--- config.mk ---
export PLATFORM = sky130hd
export DESIGN_NAME = balance_update
export DESIGN_NICKNAME = d
export VERILOG_FILES = /design/src/rtl/balance_update.sv
export SDC_FILE = /design/constraint.sdc
export NUM_CORES = 1
export LEC_CHECK = 0
export ABC_AREA = 1
export BUFFER_PORTS_ARGS = -buffer_cell sky130_fd_sc_hd__buf_4
export CAP_MARGIN = 20
export CORE_MARGIN = 2
export CORE_UTILIZATION = 40
export CTS_BUF_LIST = sky130_fd_sc_hd__clkbuf_16
export CTS_CLUSTER_SIZE = 40
export DETAILED_ROUTE_END_ITERATION = 8
export GPL_ROUTABILITY_DRIVEN = 0
export GPL_TIMING_DRIVEN = 0
export SLEW_MARGIN = 0
export SYNTH_ARGS = -nofsm -noshare
export SYNTH_HDL_FRONTEND = slang
export SYNTH_SLANG_ARGS = --single-unit
--- constraint.sdc ---
create_clock -name clk -period 6.3 [get_ports clk]
set_input_delay 1.89 -clock clk [delete_from_list [all_inputs] [get_ports clk]]
set_output_delay 1.89 -clock clk [all_outputs]
set_load 0.01 [all_outputs]
--- src/rtl/balance_update.sv ---
// balance_update: per-card balance store with a five-step
// lookup / compute / write / report sequence. Handles query, deposit and withdraw.
// A session end (card_out) aborts operations that have not reached the write step.
`timescale 1ns/1ps
module balance_update #(
  parameter int C_WIDTH = 6,
  parameter int B_WIDTH = 20
) (
  input  logic               clk,
  input  logic               rst,
  input  logic [C_WIDTH-1:0] card_number,
  input  logic               op_valid,
  input  logic [1:0]         op_type,
  input  logic [B_WIDTH-1:0] amount,
  input  logic               card_out,
  output logic               op_ready,
  output logic               done,
  output logic [1:0]         status,
  output logic [B_WIDTH-1:0] updated_balance
);

  localparam int N_ENTRY = 5;

  localparam logic [1:0] OP_QUERY = 2'b00;
  localparam logic [1:0] OP_DEP   = 2'b01;
  localparam logic [1:0] OP_WD    = 2'b10;
  localparam logic [1:0] OP_RSV   = 2'b11;

  localparam logic [1:0] ST_OK  = 2'b00;
  localparam logic [1:0] ST_INS = 2'b01;
  localparam logic [1:0] ST_OVF = 2'b10;
  localparam logic [1:0] ST_BAD = 2'b11;

  typedef enum logic [2:0] {
    S_IDLE    = 3'd0,
    S_LOOKUP  = 3'd1,
    S_COMPUTE = 3'd2,
    S_WRITE   = 3'd3,
    S_DONE    = 3'd4
  } state_t;

  // Card number owning each storage slot.
  function automatic logic [C_WIDTH-1:0] card_code(input int idx);
    case (idx)
      0:       return C_WIDTH'(6'b110001);
      1:       return C_WIDTH'(6'b111011);
      2:       return C_WIDTH'(6'b110011);
      3:       return C_WIDTH'(6'b111110);
      default: return C_WIDTH'(6'b000111);
    endcase
  endfunction

  // Balance each slot reloads on reset.
  function automatic logic [B_WIDTH-1:0] reset_val(input int idx);
    case (idx)
      0:       return B_WIDTH'(32'd2000);
      1:       return B_WIDTH'(32'd50000);
      2:       return B_WIDTH'(32'd100000);
      3:       return B_WIDTH'(32'd200000);
      default: return B_WIDTH'(32'd1000000);
    endcase
  endfunction

  state_t               r_state;
  state_t               w_next;
  logic                 w_accept;

  logic [C_WIDTH-1:0]   r_card;
  logic [1:0]           r_op;
  logic [B_WIDTH-1:0]   r_amount;

  logic                 w_hit;
  logic [2:0]           w_idx;
  logic [B_WIDTH-1:0]   w_old;
  logic                 r_hit;
  logic [2:0]           r_idx;
  logic [B_WIDTH-1:0]   r_old;

  logic [B_WIDTH:0]     w_sum;
  logic [1:0]           w_status;
  logic [B_WIDTH-1:0]   w_result;
  logic                 w_we;
  logic [1:0]           r_status_c;
  logic [B_WIDTH-1:0]   r_result;
  logic                 r_we;

  logic [B_WIDTH-1:0]   r_mem [N_ENTRY];

  logic                 r_done;
  logic [1:0]           r_status;
  logic [B_WIDTH-1:0]   r_upd;

  assign op_ready        = (r_state == S_IDLE) && !card_out;
  assign w_accept        = op_valid && op_ready;
  assign done            = r_done;
  assign status          = r_status;
  assign updated_balance = r_upd;

  // State register.
  always_ff @(posedge clk or negedge rst) begin
    if (!rst) r_state <= S_IDLE;
    else      r_state <= w_next;
  end

  // Next state: card_out aborts only before the write step, so commits are atomic.
  always_comb begin
    w_next = r_state;
    case (r_state)
      S_IDLE:    if (w_accept) w_next = S_LOOKUP;
      S_LOOKUP:  w_next = card_out ? S_IDLE : S_COMPUTE;
      S_COMPUTE: w_next = card_out ? S_IDLE : S_WRITE;
      S_WRITE:   w_next = S_DONE;
      S_DONE:    w_next = S_IDLE;
      default:   w_next = S_IDLE;
    endcase
  end

  // Request capture; inputs are ignored for the rest of the operation.
  always_ff @(posedge clk or negedge rst) begin
    if (!rst) begin
      r_card   <= '0;
      r_op     <= OP_QUERY;
      r_amount <= '0;
    end else if (w_accept) begin
      r_card   <= card_number;
      r_op     <= op_type;
      r_amount <= amount;
    end
  end

  // Card decode and slot read mux.
  always_comb begin
    w_hit = 1'b0;
    w_idx = '0;
    w_old = '0;
    for (int i = 0; i < N_ENTRY; i++) begin
      if (r_card == card_code(i)) begin
        w_hit = 1'b1;
        w_idx = 3'(i);
        w_old = r_mem[i];
      end
    end
  end

  // Lookup stage: latch decode result and old balance.
  always_ff @(posedge clk or negedge rst) begin
    if (!rst) begin
      r_hit <= 1'b0;
      r_idx <= '0;
      r_old <= '0;
    end else if (r_state == S_LOOKUP) begin
      r_hit <= w_hit;
      r_idx <= w_idx;
      r_old <= w_old;
    end
  end

  assign w_sum = {1'b0, r_old} + {1'b0, r_amount};

  // Result evaluation; bad request outranks everything, then the op-specific checks.
  always_comb begin
    w_status = ST_OK;
    w_result = r_old;
    w_we     = 1'b0;
    if (!r_hit || r_op == OP_RSV) begin
      w_status = ST_BAD;
      w_result = '0;
    end else begin
      case (r_op)
        OP_DEP: begin
          if (w_sum[B_WIDTH]) begin
            w_status = ST_OVF;
          end else begin
            w_result = w_sum[B_WIDTH-1:0];
            w_we     = 1'b1;
          end
        end
        OP_WD: begin
          if (r_amount > r_old) begin
            w_status = ST_INS;
          end else begin
            w_result = r_old - r_amount;
            w_we     = 1'b1;
          end
        end
        default: ;
      endcase
    end
  end

  // Compute stage: hold result for the write and report steps.
  always_ff @(posedge clk or negedge rst) begin
    if (!rst) begin
      r_status_c <= ST_OK;
      r_result   <= '0;
      r_we       <= 1'b0;
    end else if (r_state == S_COMPUTE) begin
      r_status_c <= w_status;
      r_result   <= w_result;
      r_we       <= w_we;
    end
  end

  // Balance storage: reset reloads every slot; write only on a successful deposit/withdraw.
  always_ff @(posedge clk or negedge rst) begin
    if (!rst) begin
      for (int i = 0; i < N_ENTRY; i++) r_mem[i] <= reset_val(i);
    end else if (r_state == S_WRITE && r_we) begin
      for (int i = 0; i < N_ENTRY; i++) begin
        if (r_idx == 3'(i)) r_mem[i] <= r_result;
      end
    end
  end

  // Report registers: updated on entry to DONE so they are valid with the done pulse.
  always_ff @(posedge clk or negedge rst) begin
    if (!rst) begin
      r_done   <= 1'b0;
      r_status <= ST_OK;
      r_upd    <= '0;
    end else begin
      r_done <= (r_state == S_WRITE);
      if (r_state == S_WRITE) begin
        r_status <= r_status_c;
        r_upd    <= r_result;
      end
    end
  end

endmodule

* Yosys cells after proc, flatten, opt, wreduce, memory -nomap -nowiden *
Cells that the tools add are included.

word-level totals
  register bits = 201
  bits in latches = 0
  memory bits (writable) = 0
  ROM bits = 0
  bits of input ports = 32
  output and inout bits = 24
  logic and storage cells = 80
  memories kept = 0

cells by class
  add/sub/neg operators = 2
  multipliers = 0
  divide/modulo/power cells = 0
  order comparisons = 1
  equality and inequality tests = 16
  shift operators = 0
  multiplexer cells = 30
  bitwise gates (word level) = 0
  reductions and logical operators = 13

operators with widths
  kind                  count
  $mux W20              8
  $pmux W20 S2          1
  $eq A6 B6 Y1 const B  4
  $add A20 B20 Y21      1
  $gt A20 B20 Y1        1
  $sub A20 B20 Y20      1
  $eq A3 B2 Y1 const B  4
  $mux W3               4
  $pmux W3 S4           1
  $mux W1               10
  $reduce_and A2 Y1     5
  $mux W2               4
  $eq A3 B1 Y1 const B  2
  $eq A6 B3 Y1 const B  1
  $logic_not A3 Y1      2
  $eq A2 B2 Y1 const B  2
  $pmux W2 S2           1
  $eq A3 B3 Y1 const B  1
  $logic_and A1 B1 Y1   3
  $eq A2 B1 Y1 const B  1
  $logic_not A1 Y1      2
  $ne A2 B2 Y1 const B  1
  $pmux W1 S2           1
  $logic_or A1 B1 Y1    1

* Longest topological paths before layout *
  depth after elaboration = 6
  depth in mapped cells = 18

* Least setup slack after synthesis *
Ideal clock, no wire load.

  path kind = input -> output
  start = input card_out
  end = output op_ready
  data arrival time = 2.160 ns
  data required time = 4.410 ns
  slack = 2.250 ns
  stages on the path = 1
  buffers on the path = 0
  cell sequence = nor4_2

on the way
  longest elaborated chain between the ends = 2

ends and longest elaborated chain
  what                 line  RTL
  start, declared      15    input logic card_out,
  $logic_not A1 Y1     93    assign op_ready = (r_state == S_IDLE) && !card_out;
  $logic_and A1 B1 Y1  93
  end, declared        16    output logic op_ready,

Every way passes these cells.

* Final worst setup path *
Ends and elaborated chain as after synthesis.

==> results.yml <==
status:
  status: "complete, no violations"
cts:
  clockBufferDepth: 3
  clkTransAtPathRegs_ns: 0.06
  post_cts_buffers: 0
  clockRootBuffer: "clkbuf_16"
  cts_tree: "done"
  cts_buffers: 23
  htree_num_levels: 1
  cts_hold_buf: 0
  cts.sinks: 201
  clk_latency_ns: 0.53
  ctsResizeCount: 0
floorplan:
  die_h_um: 174
  die_x_um: 174
  fp.dieArea_um2: 30200
  initial_utilization: 0.403
  row_count: 62
  io-pin-count: 56
  core_region_area_um2: 28500
yosys:
  yosys-mux-area-fraction: 0.00391
  synthCells: 1480
  synthArstFlopShare: 1.00
  syn-num-nets: 1557
  syn_avg_cell_area_um2: 7.78
  synth_flop_cell: "dfrtp_1"
  synth-seq-cells: 201
  yosys.area_share.simple: 0.279
  synth-edff-count: 0
  synthAdderAreaFrac: 0.0502
  synth-compound-area-share: 0.137
  synth_seq_area_share: 0.440
  synth_top_area_frac: 0.369
  yosys.cell_count.top_type: "nand2_1"
  synth_top_family_by_area: "simple AND/OR/NAND/NOR gates"
  synth_xor_xnor_area_share: 0.00989
  syn_area_um2: 11500
  yosysTopAreaCell: "dfrtp_1"
  synth.area.top_cells: "dfrtp_1 37%, nand2_1 14%, dfstp_2 7.1%"
  netlist-cell-type-count: 48
  synth_warnings: 0
  synthTopCellsByCount: "426 x nand2_1, 170 x dfrtp_1, 137 x inv_1, 114 x o21ai_1, 110 x nor2_1"
critical_path:
  max_stage_delay_ns: 0.19
  startpoint_type: "primary input"
  critPathArrivalTime_ns: 2.37
  r2r_cells: 14
  cp_cell_sequence: "buf_4 > nor4_2 > buf_4"
  crit_buf_inv: 2
  cp_top_family: "buffers and inverters"
  end_kind: "primary output"
  r2r_end: "r_result[17]"
  cp.required_ns: 4.41
  cp_max_fo: 3
  cp_slowest_cell: "nor4_2"
  crit_path_frequent_cell: "buf_4"
  r2r_start: "r_old[11]"
  crit_type: "primary input to primary output"
  reg2reg_slack_ns: 3.70
global_route:
  track_usage: 0.216
  grt_pass1_vias: 9795
  grt_pass1_wl_mm: 52.6
  overflow: 0
  grt_max_degree: 103
  antenna_found_initial: 0
timing:
  fin_crit_sh: 0.677
  skew_ns: 0.0125
  fmax_mhz: 235
  slew_violations: 0
  tns_ns: 0
  tightestPinTransition_ns: 0.835
  relSlewSlack: 0.443
  finalSetupViolations: 0
  finalCriticalPeriod_ns: 4.26
  finalHoldViolations: 0
  grt_setup_unrepaired: "no"
worst_hold_path:
  min_path_type: "flip-flop to flip-flop"
  min_to: "r_mem[19]"
  hold_path_startpoint: "r_mem[19]"
  hold-path-cell-count: 2
layout:
  drive_gt1_frac: 0.132
  diodes: 0
  syn_to_final_growth_pct: 14.2
  stdcell_count: 1962
  fin_nets: 1638
  final_area_um2: 13200
place:
  dp_hpwl_mm: 24.9
  place_inst: 1920
  port_buffers: 55
  place_area_um2: 12400
power:
  p_leak_nw: 6.33
  peakVddDrop_mv: 0.243
  p_per_area_nw_per_um2: 302
  fin_total_pwr_mw: 3.97
routing:
  drc: 0
  first_pass_iters: 5
  drtIter0Drc: 623
  avgRoutedWirePerCell_um: 16.5
  viasPerCell: 5.04
  drtAntennaViolNets: 0
  dr_total_vias: 9889
  drt-total-wl_mm: 32.4
job:
  cap_violations: 0
==> cells in the final DEF (no fill, tap or decap), drive strengths merged, types with 12 or more instances in the layout <==
master  instances
a21oi          79
a22oi          19
buf            88
clkbuf         58
clkinv         12
dfrtp         170
dfstp          31
ha             43
inv           153
nand2         436
nand3          99
nand4          28
nor2          120
o21ai         174
xor2           12
==> worst register-to-register path: stages, from the launching register on <==
cell and delay [ns]:
dfrtp_1 0.48, ha_1 0.33, buf_6 0.15, a21oi_1 0.28
nand2_1 0.15, inv_1 0.12, nand2_1 0.09, nand2_4 0.12
nand3_4 0.17, nand2_4 0.17, inv_2 0.08, nand3_1 0.10
nand3_1 0.11, nand2_1 0.10, nand2_1 0.05
==> sequential cells by signal, indices dropped and copies added (netlist names) <==
register         cells
r_op                 2
r_mem              100
r_we                 1
r_state              3
r_card               6
r_amount            20
r_status_c           2
status               2
r_result            20
r_idx                3
r_hit                1
updated_balance     20
done                 1
r_old               20
==> stage by stage <==
step | utilization | worst slack, ns | hold slack, ns
after floorplan | - | 2.25 | 0.449
after global placement | 0.435 | 1.89 | 0.461
after detailed placement | 0.436 | 2.04 | 0.464
after CTS | 0.461 | 2.03 | 0.474
after global routing | 0.461 | 2.02 | 0.488
final | 0.461 | 2.04 | 0.473
==> power breakdown <==
part	internal [mW]	switching [mW]	total (mW)
combinational	0.390	0.791	1.18
sequential	1.42	0.0927	1.51
clock	0.712	0.564	1.28
==> final cells by class <==
class | instances | area, um^2
well taps | 384 | 480
flip-flops and latches | 201 | 5070
multi-input cells | 1063 | 5520
inverters | 149 | 559
repair buffers | 56 | 448
fillers | 2976 | 15400
clock inverters | 19 | 134
plain buffers | 67 | 363
clock buffers | 23 | 576
==> worst max-delay path by stage <==
stage,end,startpoint,cells after the start
finish,op_ready,card_out,3
global route,op_ready,card_out,3
CTS,op_ready,card_out,3
detailed placement,op_ready,card_out,3
global placement,r_amount[4],rst,1
floorplan,op_ready,card_out,1
==> per-layer routing <==
layer / share of wire / track usage / up-vias / wire, um
li1: - / - / 4981 / -
met1: 0.47 / 0.298 / 4626 / 15300
met2: 0.46 / 0.361 / 230 / 14900
met3: 0.042 / 0.0243 / 52 / 1350
met4: 0.028 / 0.0588 / 0 / 903
met5: 0 / 0 / - / 0
==> kinds of logic after synthesis <==
logic type | count (synthesis)
buffers and inverters | 216
DFF | 201
xor gates and xnor gates | 13
muxes | 4
AOI/OAI and AO/OA | 293
adders and majority gates | 45
and+or+nand+nor | 708
Power figures use the tool's default switching activity.
